**src/rtl/dkong3_snd_seq.sv**
```systemverilog
// ---------------------------------------------------------------------------
// dkong3_snd_seq
//   Sequencer and command mailbox for the sound sub-CPU / APU subsystem.
//   - Divides the 12 MHz clock into a one-clock-wide CPU/APU clock enable and
//     keeps the APU odd/even phase.
//   - Buffers main-CPU sound commands in a small FIFO that the sub-CPU reads
//     at 0x4016 (data, pops) and 0x4017 (status). 0x4018 is the NMI control
//     register (bit0 = VBLANK NMI enable, bit1 = command NMI enable).
//   - Generates sub-CPU NMIs from VBLANK rising edges and command arrival.
//
// Ports
//   I_CLK_12M      in   system clock, rising edge
//   I_RESET        in   synchronous active-high reset
//   I_CMD_WR       in   main-CPU command strobe (one clock)
//   I_CMD_DATA     in   command byte
//   I_VBLANK       in   vertical blank level
//   I_SUB_ADDR     in   sub-CPU address
//   I_SUB_DO       in   sub-CPU write data
//   I_SUB_RNW      in   sub-CPU read(1)/write(0)
//   O_CPU_CE       out  CPU/APU clock enable
//   O_ODD_OR_EVEN  out  APU odd/even phase
//   O_SUB_NMIn     out  sub-CPU NMI, active low
//   O_SUB_DBI      out  read data for decoded registers, 0x00 otherwise
//   O_CMD_COUNT    out  FIFO occupancy
//   O_CMD_OVF      out  sticky FIFO overflow flag
//   O_FSM_STATE    out  NMI FSM state (0 idle, 1 assert, 2 recover)
//
// Handshake: there is no valid/ready pair. A sub-CPU access takes effect only
// on a clock where O_CPU_CE=1 ("qualified"); I_CMD_WR is accepted whenever
// the FIFO has room (or is being popped in the same clock), otherwise the
// byte is dropped and O_CMD_OVF is set.
// ---------------------------------------------------------------------------
module dkong3_snd_seq #(
    parameter int CE_DIV    = 7,
    parameter int NMI_WIDTH = 8,
    parameter int FIFO_AW   = 2
) (
    input  logic               I_CLK_12M,
    input  logic               I_RESET,
    input  logic               I_CMD_WR,
    input  logic [7:0]         I_CMD_DATA,
    input  logic               I_VBLANK,
    input  logic [15:0]        I_SUB_ADDR,
    input  logic [7:0]         I_SUB_DO,
    input  logic               I_SUB_RNW,
    output logic               O_CPU_CE,
    output logic               O_ODD_OR_EVEN,
    output logic               O_SUB_NMIn,
    output logic [7:0]         O_SUB_DBI,
    output logic [FIFO_AW:0]   O_CMD_COUNT,
    output logic               O_CMD_OVF,
    output logic [1:0]         O_FSM_STATE
);

    localparam int DEPTH = 1 << FIFO_AW;
    localparam int CW    = FIFO_AW + 1;

    typedef enum logic [1:0] {
        ST_IDLE    = 2'd0,
        ST_ASSERT  = 2'd1,
        ST_RECOVER = 2'd2
    } state_t;

    // ---------------- clock enable divider and phase ----------------
    logic [3:0] div_q;

    // CE is registered: it is raised one clock early so that it is high
    // exactly in the clock where the divider sits at CE_DIV-1.
    always_ff @(posedge I_CLK_12M) begin
        if (I_RESET) begin
            div_q         <= 4'd0;
            O_CPU_CE      <= 1'b0;
            O_ODD_OR_EVEN <= 1'b0;
        end else begin
            div_q    <= (div_q == 4'(CE_DIV - 1)) ? 4'd0 : div_q + 4'd1;
            O_CPU_CE <= (div_q == 4'(CE_DIV - 2));
            if (O_CPU_CE) begin
                O_ODD_OR_EVEN <= ~O_ODD_OR_EVEN;
            end
        end
    end

    // ---------------- address decode ----------------
    logic sel_data, sel_stat, sel_ctrl;
    assign sel_data = (I_SUB_ADDR == 16'h4016);
    assign sel_stat = (I_SUB_ADDR == 16'h4017);
    assign sel_ctrl = (I_SUB_ADDR == 16'h4018);

    // ---------------- command FIFO ----------------
    logic [7:0]         mem [DEPTH];
    logic [FIFO_AW-1:0] wr_ptr, rd_ptr;
    logic [CW-1:0]      count;
    logic               ovf;
    logic               empty, full;
    logic               pop, push, ovf_set;

    assign empty   = (count == '0);
    assign full    = (count == CW'(DEPTH));
    assign pop     = O_CPU_CE && I_SUB_RNW && sel_data && !empty;
    // A pop in the same clock frees the slot, so a full FIFO still accepts.
    assign push    = I_CMD_WR && (!full || pop);
    assign ovf_set = I_CMD_WR && full && !pop;

    always_ff @(posedge I_CLK_12M) begin
        if (I_RESET) begin
            wr_ptr <= '0;
            rd_ptr <= '0;
            count  <= '0;
            ovf    <= 1'b0;
        end else begin
            if (push) begin
                wr_ptr <= wr_ptr + FIFO_AW'(1);
            end
            if (pop) begin
                rd_ptr <= rd_ptr + FIFO_AW'(1);
            end
            case ({push, pop})
                2'b10:   count <= count + CW'(1);
                2'b01:   count <= count - CW'(1);
                default: count <= count;
            endcase
            if (ovf_set) begin
                ovf <= 1'b1;
            end
        end
    end

    // Storage needs no reset: the head is only presented when not empty.
    always_ff @(posedge I_CLK_12M) begin
        if (push) begin
            mem[wr_ptr] <= I_CMD_DATA;
        end
    end

    assign O_CMD_COUNT = count;
    assign O_CMD_OVF   = ovf;

    // ---------------- control register ----------------
    logic [1:0] ctrl;
    logic       ctrl_wr;
    logic       ctrl_clr_pend;
    logic       unused_sub_do;

    assign ctrl_wr       = O_CPU_CE && !I_SUB_RNW && sel_ctrl;
    assign ctrl_clr_pend = ctrl_wr && (I_SUB_DO[1:0] == 2'b00);
    assign unused_sub_do = ^I_SUB_DO[7:2];

    always_ff @(posedge I_CLK_12M) begin
        if (I_RESET) begin
            ctrl <= 2'b00;
        end else if (ctrl_wr) begin
            ctrl <= I_SUB_DO[1:0];
        end
    end

    // ---------------- read mux ----------------
    logic [4:0] count5;
    assign count5 = 5'(count);

    always_comb begin
        O_SUB_DBI = 8'h00;
        if (I_SUB_RNW) begin
            if (sel_data && !empty) begin
                O_SUB_DBI = mem[rd_ptr];
            end else if (sel_stat) begin
                O_SUB_DBI = {empty, full, ovf, count5};
            end else if (sel_ctrl) begin
                O_SUB_DBI = {6'b0, ctrl};
            end
        end
    end

    // ---------------- NMI request and FSM ----------------
    logic vbl_prev;
    logic vbl_edge;
    logic req;

    always_ff @(posedge I_CLK_12M) begin
        if (I_RESET) begin
            vbl_prev <= 1'b0;
        end else begin
            vbl_prev <= I_VBLANK;
        end
    end

    assign vbl_edge = I_VBLANK & ~vbl_prev;
    assign req      = (vbl_edge & ctrl[0]) | (push & ctrl[1]);

    state_t     state_q, state_d;
    logic [3:0] pulse_q, pulse_d;
    logic       pending_q, pending_d;

    always_ff @(posedge I_CLK_12M) begin
        if (I_RESET) begin
            state_q   <= ST_IDLE;
            pulse_q   <= 4'd0;
            pending_q <= 1'b0;
        end else begin
            state_q   <= state_d;
            pulse_q   <= pulse_d;
            pending_q <= pending_d;
        end
    end

    always_comb begin
        state_d    = state_q;
        pulse_d    = pulse_q;
        pending_d  = pending_q;
        O_SUB_NMIn = 1'b1;
        case (state_q)
            ST_IDLE: begin
                if (req || pending_q) begin
                    state_d   = ST_ASSERT;
                    pulse_d   = 4'd0;
                    pending_d = 1'b0;
                end
            end
            ST_ASSERT: begin
                O_SUB_NMIn = 1'b0;
                if (req) begin
                    pending_d = 1'b1;
                end
                if (O_CPU_CE) begin
                    if (pulse_q == 4'(NMI_WIDTH - 1)) begin
                        state_d = ST_RECOVER;
                        pulse_d = 4'd0;
                    end else begin
                        pulse_d = pulse_q + 4'd1;
                    end
                end
            end
            ST_RECOVER: begin
                if (req) begin
                    pending_d = 1'b1;
                end
                // Two CE pulses high so the CPU always sees a fresh edge.
                if (O_CPU_CE) begin
                    if (pulse_q == 4'd1) begin
                        state_d = ST_IDLE;
                        pulse_d = 4'd0;
                    end else begin
                        pulse_d = pulse_q + 4'd1;
                    end
                end
            end
            default: begin
                state_d = ST_IDLE;
                pulse_d = 4'd0;
            end
        endcase
        // Disabling the NMI sources drops a queued request but never cuts
        // short a pulse already on the wire.
        if (ctrl_clr_pend) begin
            pending_d = 1'b0;
        end
    end

    assign O_FSM_STATE = state_q;

endmodule
```
**config.mk**
```make
export PLATFORM = sky130hd
export DESIGN_NAME = dkong3_snd_seq
export DESIGN_NICKNAME = d
export VERILOG_FILES = /design/src/rtl/dkong3_snd_seq.sv
export SDC_FILE = /design/constraint.sdc
export NUM_CORES = 1
export LEC_CHECK = 0
export ABC_CLOCK_PERIOD_IN_PS = 3370
export BUFFER_PORTS_ARGS = -buffer_cell sky130_fd_sc_hd__buf_4
export CAP_MARGIN = 20
export CORE_MARGIN = 2
export CORE_UTILIZATION = 50
export DETAILED_ROUTE_END_ITERATION = 7
export PLACE_DENSITY = 0.76
export SLEW_MARGIN = 20
export SYNTH_ARGS = -nofsm -noshare
export SYNTH_HDL_FRONTEND = slang
export SYNTH_SLANG_ARGS = --single-unit
```
**constraint.sdc**
```tcl
create_clock -name I_CLK_12M -period 3.37 [get_ports I_CLK_12M]
set_input_delay 0.8425 -clock I_CLK_12M [delete_from_list [all_inputs] [get_ports I_CLK_12M]]
set_output_delay 0.8425 -clock I_CLK_12M [all_outputs]
set_load 0.005 [all_outputs]
```
==> metrics.yaml <==
grt:
  grt_max_degree: 22
  grt_pass1_vias: 2083
  grt_usage_pct: 21.1
  overflow: 0
  grt_first_pass_wirelength_um: 9980
  antenna_found_initial: 0
layout:
  stdcell_area_um2: 3670
  antenna_cells: 0
  layout_commonest_cell: "buf_4"
  post-route-util_pct: 67.0
  area_growth_pct: 29.8
  drive_above_1_share_pct: 33.7
  final_nets: 362
  final_cell_mix: "63 x buf_4, 32 x edfxtp_1, 26 x dfxtp_1, 19 x inv_1, 18 x nor2_1"
route:
  drt_iter0_drc: 127
  wirelength_um: 6240
  vias: 2157
  dr.pass1.iters: 4
  drcViolationCount: 0
  routed_via_density: 5.57
  wl_per_cell_um: 16.1
  ant_nets: 0
yosys:
  yosys_register_bits: 58
  synth_area_leader_cell: "edfxtp_1"
  ys_top_cells_by_area: "edfxtp_1 34%, dfxtp_1 18%, mux4_2 6.4%, ha_1 6.2%, inv_1 2.5%"
  synthFlopType: "edfxtp_1"
  synth_area_per_cell_um2: 11.8
  synth.top_cell.area_share_pct: 34.0
  synth_cells: 239
  yosysSeqAreaShare_pct: 52.5
  yosysWarnings: 0
  synth_cell_types: 54
  synth_enable_flop_cells: 32
  syn-cell-area_um2: 2820
  synthArstFlopShare_pct: 0
  syn_nets: 291
timing:
  slew_headroom_pct: 66.0
  rsz0062_at_grt: "true"
  fin_worst_skew_ps: 8.46
  hold_violations: 0
  fmax_ghz: 0.289
  drv_slew: 0
  worstMarginPinSlew_ps: 510
  min_period_ps: 3460
  fin_crit_sh_pct: 103
  finalWorstSetupSlack_ps: -93.4
  final-setup-viol-count: 8
power:
  ir_worst_vdd_mv: 0.301
  leakage_nw: 1.42
  p_per_area_nw_per_um2: 483
  power.total_mw: 1.77
floorplan:
  core_um2: 5470
  initial_core_util_pct: 51.6
  die-area_um2: 6260
  die-height_um: 79.2
  io_pins: 54
  rows: 27
  chipWidth_um: 79.2
setup_path:
  cp-end-kind: "output port"
  critical_path_arrival_ps: 2620
  cp_max_fo: 8
  start_kind: "primary input"
  path_class: "primary input to output port"
  crit_required_ps: 2530
status:
  outcome: "complete, but fails checks"
  violations: "negative setup slack"
placed_design:
  preCtsSetupSlack_ps: -246
  globalplace.congestion: 0.821
  port_buffers: 47
  placed_cell_area_um2: 3380
  dpl.hpwl_um: 4480
clocking:
  root_buffer: "clkbuf_8"
  cts.sinks: 58
  cts-buffers-inserted: 9
  cts_tree: "done"
  path_clk_slew_ps: 70
  htree_levels: 3
  clock_latency_ps: 330
  cts.path.max_buffers: 2
min_path:
  holdCritPathClass: "flip-flop to flip-flop"
run:
  max_cap_viol_count: 0
-- logic make-up (layout without fill, tap and decap cells) --
| logic type | after synthesis | after routing | share of synthesized area [%] |
|---|---|---|---|
| XOR/XNOR | 5 | 5 | 1.55 |
| AO/OA/AOI/OAI | 42 | 42 | 9.66 |
| AND/OR/NAND/NOR | 81 | 81 | 18.1 |
| multiplexers | 12 | 12 | 7.80 |
| adder cells (fa/ha/maj) | 15 | 15 | 6.91 |
| flip-flops | 58 | 58 | 52.5 |
| buffers and inverters | 26 | 102 | 3.50 |
-- synthesized netlist by cell type (4+ instances only) --
cell type and n:
edfxtp_1 32, dfxtp_1 26, inv_1 19, nor2_1 19
ha_1 14, a21oi_1 13, and3_1 9, nor2b_1 9
mux4_2 8, o21ai_0 8, nand2_1 6, nand3_1 5
a22oi_1 4, mux2i_1 4
-- where the power goes --
part           internal, mW  switching, mW
clock network         0.411          0.264
logic                 0.130          0.165
registers             0.779         0.0213
total                  1.32          0.450
-- repair_timing --
item	CTS	global route
resized for setup	10	6
hold buffers	0	0
endpoints found under the setup margin	8	9
buffers inserted	1	1
pin swaps	5	1
-- stage by stage --
| step | std cells | TNS, ps | hold WS, ps |
|---|---|---|---|
| after floorplan | 239 | 0 | 471 |
| after global placement | 369 | -1430 | 482 |
| after detailed placement | 369 | -1250 | 490 |
| after CTS | 386 | -332 | 499 |
| after global routing | 387 | -926 | 529 |
| final | 387 | -469 | 499 |
-- worst max-delay path, stage by stage --
cell      delay [ps]
buf_6             90
or4b_4           530
or4_4            560
nor2_4           100
buf_6            130
a222oi_1          80
nor2b_1          160
buf_4            130
-- area by class of cell --
cell class                      instances  area, um^2
Clock buffer                           10         128
Inverter                               19        71.3
Sequential cell                        58        1480
Tap cell                               72        90.1
Clock inverter                          6        81.3
Multi-Input combinational cell        155        1300
Fill cell                             413        1810
Timing Repair Buffer                   67         518
-- flip-flops by register name, indices dropped and copies added (netlist names), 2 cells and up, named ones only --
register,count
mem,32
div_q,4
pulse_q,4
O_CMD_COUNT,3
O_FSM_STATE,2
ctrl,2
rd_ptr,2
wr_ptr,2
-- layer usage --
metal  up-vias  wire length (um)  global-route usage, %  part of all wire, %
li1       1042                 -                      -                    -
met1      1051              2660                   26.2                   43
met2        62              3180                   35.3                   51
met3         2               357                   5.11                  5.7
met4         0                38                   8.79                 0.61
met5         -                 0                      0                    0
-- worst paths after layout --
check | from | end | slack [ps] | cells after the start
max reg2reg | O_CMD_COUNT[0] | O_CMD_COUNT[2] | 820 | 11
max | I_SUB_ADDR[15] | O_SUB_DBI[0] | -90 | 8
min reg2reg | O_FSM_STATE[0] | O_FSM_STATE[0] | 500 | 2
min | O_FSM_STATE[0] | O_FSM_STATE[0] | 500 | 2
Power figures use the tool's default switching activity.
